$ cat config.mk
export PLATFORM = sky130hd
export DESIGN_NAME = range_tracker
export DESIGN_NICKNAME = d
export VERILOG_FILES = /design/src/rtl/range_tracker_pkg.sv /design/src/rtl/fp_order_compare.sv /design/src/rtl/range_tracker.sv
export SDC_FILE = /design/constraint.sdc
export NUM_CORES = 1
export LEC_CHECK = 0
export ABC_AREA = 0
export CORE_MARGIN = 8
export CORE_UTILIZATION = 40
export CTS_CLUSTER_SIZE = 12
export DETAILED_ROUTE_END_ITERATION = 10
export HOLD_SLACK_MARGIN = 0.1
export PLACE_DENSITY = 0.65
export REMOVE_ABC_BUFFERS = 1
export SLEW_MARGIN = 10
export SYNTH_ARGS = -nofsm -noshare
export SYNTH_HDL_FRONTEND = slang
export SYNTH_HIERARCHICAL = 1
export SYNTH_SLANG_ARGS = --single-unit
$ cat constraint.sdc
create_clock -name clk -period 2.7 [get_ports clk]
set_clock_uncertainty 0.2 [all_clocks]
set_input_delay 0.27 -clock clk [delete_from_list [all_inputs] [get_ports clk]]
set_output_delay 0.27 -clock clk [all_outputs]
set_load 0.01 [all_outputs]
$ cat src/rtl/range_tracker_pkg.sv
`default_nettype none
// ============================================================================
// Module   : range_tracker_pkg
// Purpose  : Shared types and floating-point format constants for range_tracker
// Revision : 1.0 - initial release
// ============================================================================
package range_tracker_pkg;

    typedef enum logic [1:0] {
        ST_IDLE  = 2'd0,
        ST_ACCUM = 2'd1,
        ST_HOLD  = 2'd2
    } state_t;

    localparam logic [31:0] c_NAN_HALF       = 32'h0000_7E00;
    localparam logic [31:0] c_NAN_SINGLE     = 32'h7FC0_0000;
    localparam int          c_EXP_W_HALF     = 5;
    localparam int          c_EXP_W_SINGLE   = 8;

    function automatic int exp_width(input string prec);
        return (prec == "SINGLE") ? c_EXP_W_SINGLE : c_EXP_W_HALF;
    endfunction

    function automatic logic [31:0] nan_pattern(input string prec);
        return (prec == "SINGLE") ? c_NAN_SINGLE : c_NAN_HALF;
    endfunction

endpackage
`default_nettype wire

$ cat src/rtl/fp_order_compare.sv
`default_nettype none
// ============================================================================
// Module   : fp_order_compare
// Purpose  : Combinational sign-magnitude ordering of two IEEE-754 values
// Revision : 1.0 - initial release
// ============================================================================
module fp_order_compare
    import range_tracker_pkg::*;
#(
    parameter int    BITS      = 16,
    parameter string PRECISION = "HALF"
) (
    input  logic [BITS-1:0] a,
    input  logic [BITS-1:0] b,
    output logic            a_lt_b,
    output logic            a_gt_b,
    output logic            a_nan
);

    localparam int EXP_W = exp_width(PRECISION);
    localparam int MAN_W = BITS - 1 - EXP_W;

    logic            w_sign_a;
    logic            w_sign_b;
    logic [BITS-2:0] w_mag_a;
    logic [BITS-2:0] w_mag_b;
    logic            w_both_zero;

    assign w_sign_a    = a[BITS-1];
    assign w_sign_b    = b[BITS-1];
    assign w_mag_a     = a[BITS-2:0];
    assign w_mag_b     = b[BITS-2:0];
    // +0 and -0 differ only in sign, so they must be caught before the sign test
    assign w_both_zero = (w_mag_a == '0) && (w_mag_b == '0);

    always_comb begin
        a_lt_b = 1'b0;
        a_gt_b = 1'b0;
        if (!w_both_zero) begin
            if (w_sign_a != w_sign_b) begin
                a_lt_b = w_sign_a;
                a_gt_b = w_sign_b;
            end else if (!w_sign_a) begin
                a_lt_b = (w_mag_a < w_mag_b);
                a_gt_b = (w_mag_a > w_mag_b);
            end else begin
                a_lt_b = (w_mag_a > w_mag_b);
                a_gt_b = (w_mag_a < w_mag_b);
            end
        end
    end

    assign a_nan = (&a[BITS-2 -: EXP_W]) && (|a[MAN_W-1:0]);

endmodule
`default_nettype wire

$ cat src/rtl/range_tracker.sv
`default_nettype none
// ============================================================================
// Module   : range_tracker
// Purpose  : Per-block min/max/count/NaN tracker over a floating-point stream
// Revision : 1.0 - initial release
// ============================================================================
module range_tracker
    import range_tracker_pkg::*;
#(
    parameter int    BITS       = 16,
    parameter string PRECISION  = "HALF",
    parameter int    COUNT_BITS = 16
) (
    input  logic                  clk,
    input  logic                  reset,
    input  logic [COUNT_BITS-1:0] block_len,
    input  logic                  in_valid,
    output logic                  in_ready,
    input  logic [BITS-1:0]       in_data,
    output logic                  out_valid,
    input  logic                  out_ready,
    output logic [BITS-1:0]       out_min,
    output logic [BITS-1:0]       out_max,
    output logic [COUNT_BITS-1:0] out_count,
    output logic                  out_nan
);

    localparam logic [31:0]     c_NAN_FULL = nan_pattern(PRECISION);
    localparam logic [BITS-1:0] c_NAN      = c_NAN_FULL[BITS-1:0];

    state_t                r_state;
    logic [COUNT_BITS-1:0] r_len;
    logic [COUNT_BITS-1:0] r_n;
    logic [BITS-1:0]       r_min;
    logic [BITS-1:0]       r_max;
    logic [COUNT_BITS-1:0] r_count;
    logic                  r_nan;

    logic                  w_lo_lt, w_lo_gt, w_lo_nan;
    logic                  w_hi_lt, w_hi_gt, w_hi_nan;
    logic                  w_unused_cmp;
    logic [COUNT_BITS-1:0] w_len_in;
    logic [COUNT_BITS-1:0] w_n_next;

    fp_order_compare #(.BITS(BITS), .PRECISION(PRECISION)) u_cmp_min (
        .a      (in_data),
        .b      (r_min),
        .a_lt_b (w_lo_lt),
        .a_gt_b (w_lo_gt),
        .a_nan  (w_lo_nan)
    );

    fp_order_compare #(.BITS(BITS), .PRECISION(PRECISION)) u_cmp_max (
        .a      (in_data),
        .b      (r_max),
        .a_lt_b (w_hi_lt),
        .a_gt_b (w_hi_gt),
        .a_nan  (w_hi_nan)
    );

    assign w_unused_cmp = w_lo_gt ^ w_hi_lt ^ w_hi_nan;
    assign w_len_in     = (block_len == '0) ? COUNT_BITS'(1) : block_len;
    assign w_n_next     = r_n + COUNT_BITS'(1);

    assign in_ready  = (r_state != ST_HOLD);
    assign out_valid = (r_state == ST_HOLD);
    assign out_min   = r_min;
    assign out_max   = r_max;
    assign out_count = r_count;
    assign out_nan   = r_nan;

    always_ff @(posedge clk or posedge reset) begin
        if (reset) begin
            r_state <= ST_IDLE;
            r_len   <= '0;
            r_n     <= '0;
            r_min   <= '0;
            r_max   <= '0;
            r_count <= '0;
            r_nan   <= 1'b0;
        end else begin
            case (r_state)
                ST_IDLE: begin
                    if (in_valid) begin
                        r_len <= w_len_in;
                        r_n   <= COUNT_BITS'(1);
                        // An all-NaN block reports the canonical NaN as both bounds
                        if (w_lo_nan) begin
                            r_min   <= c_NAN;
                            r_max   <= c_NAN;
                            r_count <= '0;
                            r_nan   <= 1'b1;
                        end else begin
                            r_min   <= in_data;
                            r_max   <= in_data;
                            r_count <= COUNT_BITS'(1);
                            r_nan   <= 1'b0;
                        end
                        r_state <= (w_len_in == COUNT_BITS'(1)) ? ST_HOLD : ST_ACCUM;
                    end
                end
                ST_ACCUM: begin
                    if (in_valid) begin
                        r_n <= w_n_next;
                        if (w_lo_nan) begin
                            r_nan <= 1'b1;
                        end else if (r_count == '0) begin
                            r_min   <= in_data;
                            r_max   <= in_data;
                            r_count <= COUNT_BITS'(1);
                        end else begin
                            if (w_lo_lt) r_min <= in_data;
                            if (w_hi_gt) r_max <= in_data;
                            r_count <= r_count + COUNT_BITS'(1);
                        end
                        if (w_n_next == r_len) r_state <= ST_HOLD;
                    end
                end
                ST_HOLD: begin
                    if (out_ready) r_state <= ST_IDLE;
                end
                default: r_state <= ST_IDLE;
            endcase
        end
    end

endmodule
`default_nettype wire

==> impl_metrics.csv, run 1 <==
group,metric,value,unit
sta,period_share,98.4,%
placement,place.detailed.hpwl,12.0,mm
worst_setup_path,crit_path_max_fanout,9,
min_path,min_to,"out_min[2]",
sta,rsz0062_at_grt,"true",
global_routing,gr-total-overflow,0,
die,dieArea,0.0168,mm^2
die,die_x,130,um
final_layout,fin_nets,805,
worst_setup_path,critPathRequiredTime,2.72,ns
global_routing,track_usage,18.6,%
clock_tree,clkLatencyLatePin,0.35,ns
route,drc,0,
min_path,min_path_cells,3,
route,drt-pass1-iter-count,5,
status,run_status,"finished, final reports clean",
sta,hold_slack,0.159,ns
die,rows,41,
min_path,min_from,"in_data[2]",
placement,portBuffers,86,
placement,dp_slack,-0.456,ns
route,wirelength,15.6,mm
worst_setup_path,reg2reg_depth,10,
clock_tree,clock-sinks,83,
min_path,hold_path_class,"in -> reg",
power,p_per_area,869,mW/mm^2
final_layout,stdcell_count,913,
sta,fin_setup_tns,0,ns
clock_tree,cts_tree,"yes",
flow_run,maxCapViolations,0,
placement,place_congestion,0.973,
route,viasPerCell,5.34,
die,core_area,0.0126,mm^2
sta,slew_violations,0,
worst_setup_path,critPathLaunchType,"flip-flop",
worst_setup_path,path_class,"reg -> reg",
clock_tree,clk_pin_slew,0.06,ns
worst_setup_path,reg2reg_slack,0.04,ns
sta,relSlewSlack,64.4,%
die,initial_core_util,41.0,%
global_routing,grt_pass1_vias,4836,
clock_tree,cts_max_level,3,
global_routing,grt_max_degree,63,
synth,postSynthCellCount,573,
sta,setup_ws,0.0426,ns
synth,yosysWarnings,6,
sta,max_slew.worst_pin.slew,0.533,ns
power,vdd_drop_max,404,uV
final_layout,drive_gt1_share,21.9,%
synth,synthesis.area,0.00517,mm^2
final_layout,antennaDiodeCount,0,
placement,post-place-cells,890,
global_routing,grt_pass1_wl,24.8,mm
final_layout,area_growth,42.6,%
route,drt_iter0_markers,357,
clock_tree,cts_buffer_depth,2,
clock_tree,cts_buffers,9,
global_routing,antenna_found_initial,0,
route,wl_per_cell,17.0,um
route,antenna_left,0,
worst_setup_path,cp-end-kind,"flip-flop",
power,p_leak,0.00331,uW
worst_setup_path,crit_arrival,2.68,ns
die,die_h,130,um
sta,hold_viol_final,0,
clock_tree,cts-root-buf,"clkbuf_16",
sta,setup_viol,0,
synth,syn_avg_cell_area,9.02,um^2
die,io_pins,87,
worst_setup_path,r2r_end,"out_max[5]",
worst_setup_path,worstSetupStartpoint,"out_max[13]",
sta,min_period,2.66,ns
sta,fmax,0.376,GHz
worst_setup_path,r2r_start,"out_max[13]",
route,dr_total_vias,4879,
==> sequential cells by signal (all words and copies together) (netlist names) <==
| name | cells |
|---|---|
| out_count | 16 |
| out_max | 16 |
| out_min | 16 |
| r_len | 16 |
| r_n | 16 |
| r_state | 2 |
| out_nan | 1 |
==> worst max path at each step <==
stage	to	slack (ns)	depth (start not counted)
global placement	out_min[2]	-0.44	10
global route	out_min[2]	-0.05	11
floorplan	out_max[15]	-1.14	9
CTS	out_min[8]	0.0002	13
finish	out_max[5]	0.04	10
detailed placement	out_min[7]	-0.46	10
==> per-layer routing <==
| metal | global-route usage (%) | wire, um |
|---|---|---|
| met5 | 0 | 0 |
| met4 | 6.49 | 301 |
| met3 | 3.53 | 893 |
| met2 | 30.9 | 7460 |
| met1 | 23.5 | 6890 |
==> power by group <==
part | leakage (uW) | total (uW) | switching [uW] | internal, uW
Combinational | 0.00210 | 3050 | 1500 | 1550
Sequential | 0.00106 | 2000 | 389 | 1610
Clock | 0.000158 | 1350 | 534 | 818
==> worst max-delay path: stages (launching register included) <==
cell and delay, ns:
dfrtp_1 0.35, inv_1 0.05, ha_1 0.33, nand4_4 0.14, or4_4 0.57, o32ai_2 0.15
a21oi_1 0.06, o311a_1 0.14, o21ai_2 0.23, buf_4 0.21, o21ai_0 0.10
==> placed cells by master (no fill, tap or decap), types with 3 or more instances in the layout <==
cell type / instances
nand3_2: 3
nand2b_1: 5
a21oi_1: 21
nor4_1: 22
nand2_1: 82
and3_1: 3
dfrtp_1: 83
o21ai_1: 3
ha_4: 6
nand3_4: 3
a31oi_1: 3
o31ai_1: 3
nor4_4: 3
nand4_1: 11
o22ai_1: 4
dlygate4sd2_1: 3
mux2_2: 6
dlymetal6s2s_1: 11
nor3b_1: 3
nand3_1: 8
or3_1: 5
nor2_1: 35
inv_1: 36
xor2_1: 12
ha_1: 27
o21ai_0: 61
xnor2_1: 20
nor2b_1: 4
clkbuf_16: 9
buf_4: 74
buf_6: 7
a22o_1: 12
clkdlybuf4s50_1: 72
nor3_1: 6
o21ai_2: 6
==> area by class of cell <==
cell class              instances  area (um^2)
clock buffers                   9          225
well taps                     172          215
multi-input cells             433         3050
inverters                      39          148
flip-flops and latches         83         2080
clock inverters                 7          101
fillers                      1102         5250
repair buffers                170         1550
==> stage by stage <==
stage               power, uW  area (um^2)  util [%]
finish                   6410         7370      58.4
global route             6800         7370      58.4
CTS                      6200         7130      56.5
detailed placement       4780         6760      53.5
global placement         4680         6760      53.5
floorplan                3280         5090         -
==> what timing repair did <==
action | 4_1_cts | 5_1_grt
endpoints found under the hold margin | 21 | 0
gates resized for setup | 9 | 46
endpoints found under the setup margin | 15 | 36
buffers inserted | 1 | 4
pin swaps | 4 | 16
hold buffers | 1 | 0
gates cloned | 1 | 1
(Power assumes the default switching activity.)
==> inputs of run 2 (changes only) <==
--- a/config.mk
+++ b/config.mk
@@ -7,11 +7,11 @@
 export LEC_CHECK = 0
 export ABC_AREA = 0
 export CORE_MARGIN = 8
-export CORE_UTILIZATION = 40
+export CORE_UTILIZATION = 49
 export CTS_CLUSTER_SIZE = 12
 export DETAILED_ROUTE_END_ITERATION = 10
 export HOLD_SLACK_MARGIN = 0.1
-export PLACE_DENSITY = 0.65
+export PLACE_DENSITY = 0.77
 export REMOVE_ABC_BUFFERS = 1
 export SLEW_MARGIN = 10
 export SYNTH_ARGS = -nofsm -noshare
==> run 2 against run 1 <==
Die area down 16%; critical path depth increased by 1; the run now ends with setup timing left; register-to-register slack lost 0.13 ns; clock power fell by 33%; sequential power up 3%; total power decreased by 4.4%; utilization grew 11 points; count of clock-buffer cells in the layout up 4; final cell count shrank 5.9%; first-iteration DRC count is 25% higher; sequential share of layout area grew 0.90 points.
==> impl_metrics.csv, run 2 (synthesized netlist as in run 1, its figures left out) <==
group,metric,value,unit
status,run_status,"finished with violations",
status,violations,"setup timing",
route,antenna_left,0,
sta,fmax,0.359,GHz
route,dr_total_vias,5232,
sta,min_period,2.78,ns
clock_tree,cts_max_level,3,
worst_setup_path,path_delay_family,"compound AO/OA/AOI/OAI gates",
sta,setup_ws,-0.0838,ns
route,wl_per_cell,19.3,um
power,p_leak,0.00316,uW
clock_tree,clock-sinks,83,
die,die_x,119,um
global_routing,track_usage,20.4,%
worst_setup_path,critPathLaunchType,"flip-flop",
clock_tree,cts-root-buf,"clkbuf_8",
final_layout,final_util,69.6,%
clock_tree,cts_tree,"yes",
sta,hold_slack,0.124,ns
final_layout,layout_common_cells,"84 x nand2_1, 82 x dfrtp_1, 75 x clkdlybuf4s50_1",
final_layout,antennaDiodeCount,0,
sta,hold_viol_final,0,
sta,max_slew.worst_pin.slew,0.611,ns
final_layout,fin_nets,788,
sta,fin_setup_tns,-0.409,ns
global_routing,grt_max_degree,43,
worst_setup_path,cp_slowest_cell,"o311a_1",
route,drt_iter0_markers,448,
die,die_h,119,um
worst_setup_path,critPathRequiredTime,2.75,ns
route,wirelength,16.6,mm
sta,relSlewSlack,59.2,%
final_layout,area_growth,38.3,%
clock_tree,cts_hold_buf,0,
power,p_per_area,857,mW/mm^2
sta,period_share,103,%
worst_setup_path,cp_slowest_stage_delay,0.38,ns
global_routing,antenna_found_initial,0,
worst_setup_path,crit_arrival,2.83,ns
route,viasPerCell,6.09,
worst_setup_path,cpMostUsedCell,"nand2_1",
clock_tree,cts_buffers,9,
clock_tree,clk_pin_slew,0.08,ns
flow_run,maxCapViolations,0,
min_path,hold_path_class,"in -> async",
sta,slew_violations,0,
final_layout,fin_area,0.00715,mm^2
clock_tree,cts_buffer_depth,2,
placement,placed_area,0.00657,mm^2
global_routing,grt_pass1_wl,23.7,mm
power,finalPower,6120,uW
final_layout,final_common_cell,"nand2_1",
worst_setup_path,crit_path_max_fanout,8,
die,dieArea,0.0141,mm^2
worst_setup_path,path_class,"reg -> reg",
die,rows,37,
placement,place_congestion,0.903,
power,vdd_drop_max,522,uV
global_routing,grt_pass1_vias,4771,
die,core_area,0.0103,mm^2
placement,place.detailed.hpwl,11.2,mm
placement,portBuffers,86,
route,drc,0,
final_layout,drive_gt1_share,19.9,%
route,drt-pass1-iter-count,8,
worst_setup_path,path_cells,"inv_1 -> ha_1 -> a211oi_1 -> nor2_1 -> o31ai_2 -> nand2_1 -> o311a_1 -> o21ai_4 -> clkbuf_16 -> nand2_1 -> o21ai_0",
worst_setup_path,path_buf_inv,2,
sta,setup_viol,16,
worst_setup_path,cp-end-kind,"flip-flop",
clock_tree,clkLatencyLatePin,0.36,ns
global_routing,gr-total-overflow,0,
die,io_pins,87,
die,initial_core_util,50.3,%
## run 2: cell types whose count changed in the layout (fill, tap and decap cells not counted), sizes merged
cell           delta
dlygate4sd2       -2
clkdlybuf4s50     +3
inv               -1
buf              -18
dlymetal6s2s      -1
bufinv            -1
dlygate4sd3       -1
clkbuf            +6
clkinv            -2
clkinvlp          -1
## run 2: layer usage
layer	up-vias	wire, um	GRT usage (%)
li1	2340	-	-
met1	2516	6480	25.5
met2	295	8000	33.8
met3	81	1430	4.62
met4	0	641	7.51
met5	-	0	0
## run 2: layout make-up
cell class	count	area [um^2]
sequential	83	2080
clock inverter	2	35.0
tap	136	170
timing repair buffer	153	1470
multi-input combinational	433	3090
inverter	39	148
fill	761	3130
clock buffer	13	159
## run 2: worst paths after layout
| path | slack [ns] | cells after the start | end | start |
|---|---|---|---|---|
| max | -0.08 | 11 | out_max[2] | out_max[4] |
| min | 0.12 | 2 | r_len[3] | reset |
| min in group clk | 0.22 | 4 | out_max[1] | in_data[1] |
| max in group asynchronous | 1.56 | 3 | out_min[2] | reset |
| max reg2reg | -0.08 | 11 | out_max[2] | out_max[4] |
| min reg2reg | 0.31 | 2 | r_len[0] | r_len[0] |
## run 2: repair_timing
item                       CTS  global route
gates cloned                 0             5
pin swaps                    1            15
buffers inserted             0             6
resized for setup            4            47
setup endpoints to repair   17            37
## run 2: through the flow
stage               instances  setup WS (ns)
floorplan                 555          -1.14
global placement          833         -0.303
detailed placement        833         -0.415
CTS                       848         0.0379
global route              859         -0.189
finish                    859        -0.0838
## run 2: power breakdown
part | switching (uW) | leakage [uW] | internal [uW]
Clock | 437 | 0.0000995 | 473
Combinational | 1560 | 0.00200 | 1600
Sequential | 431 | 0.00106 | 1610
Total | 2430 | 0.00316 | 3690
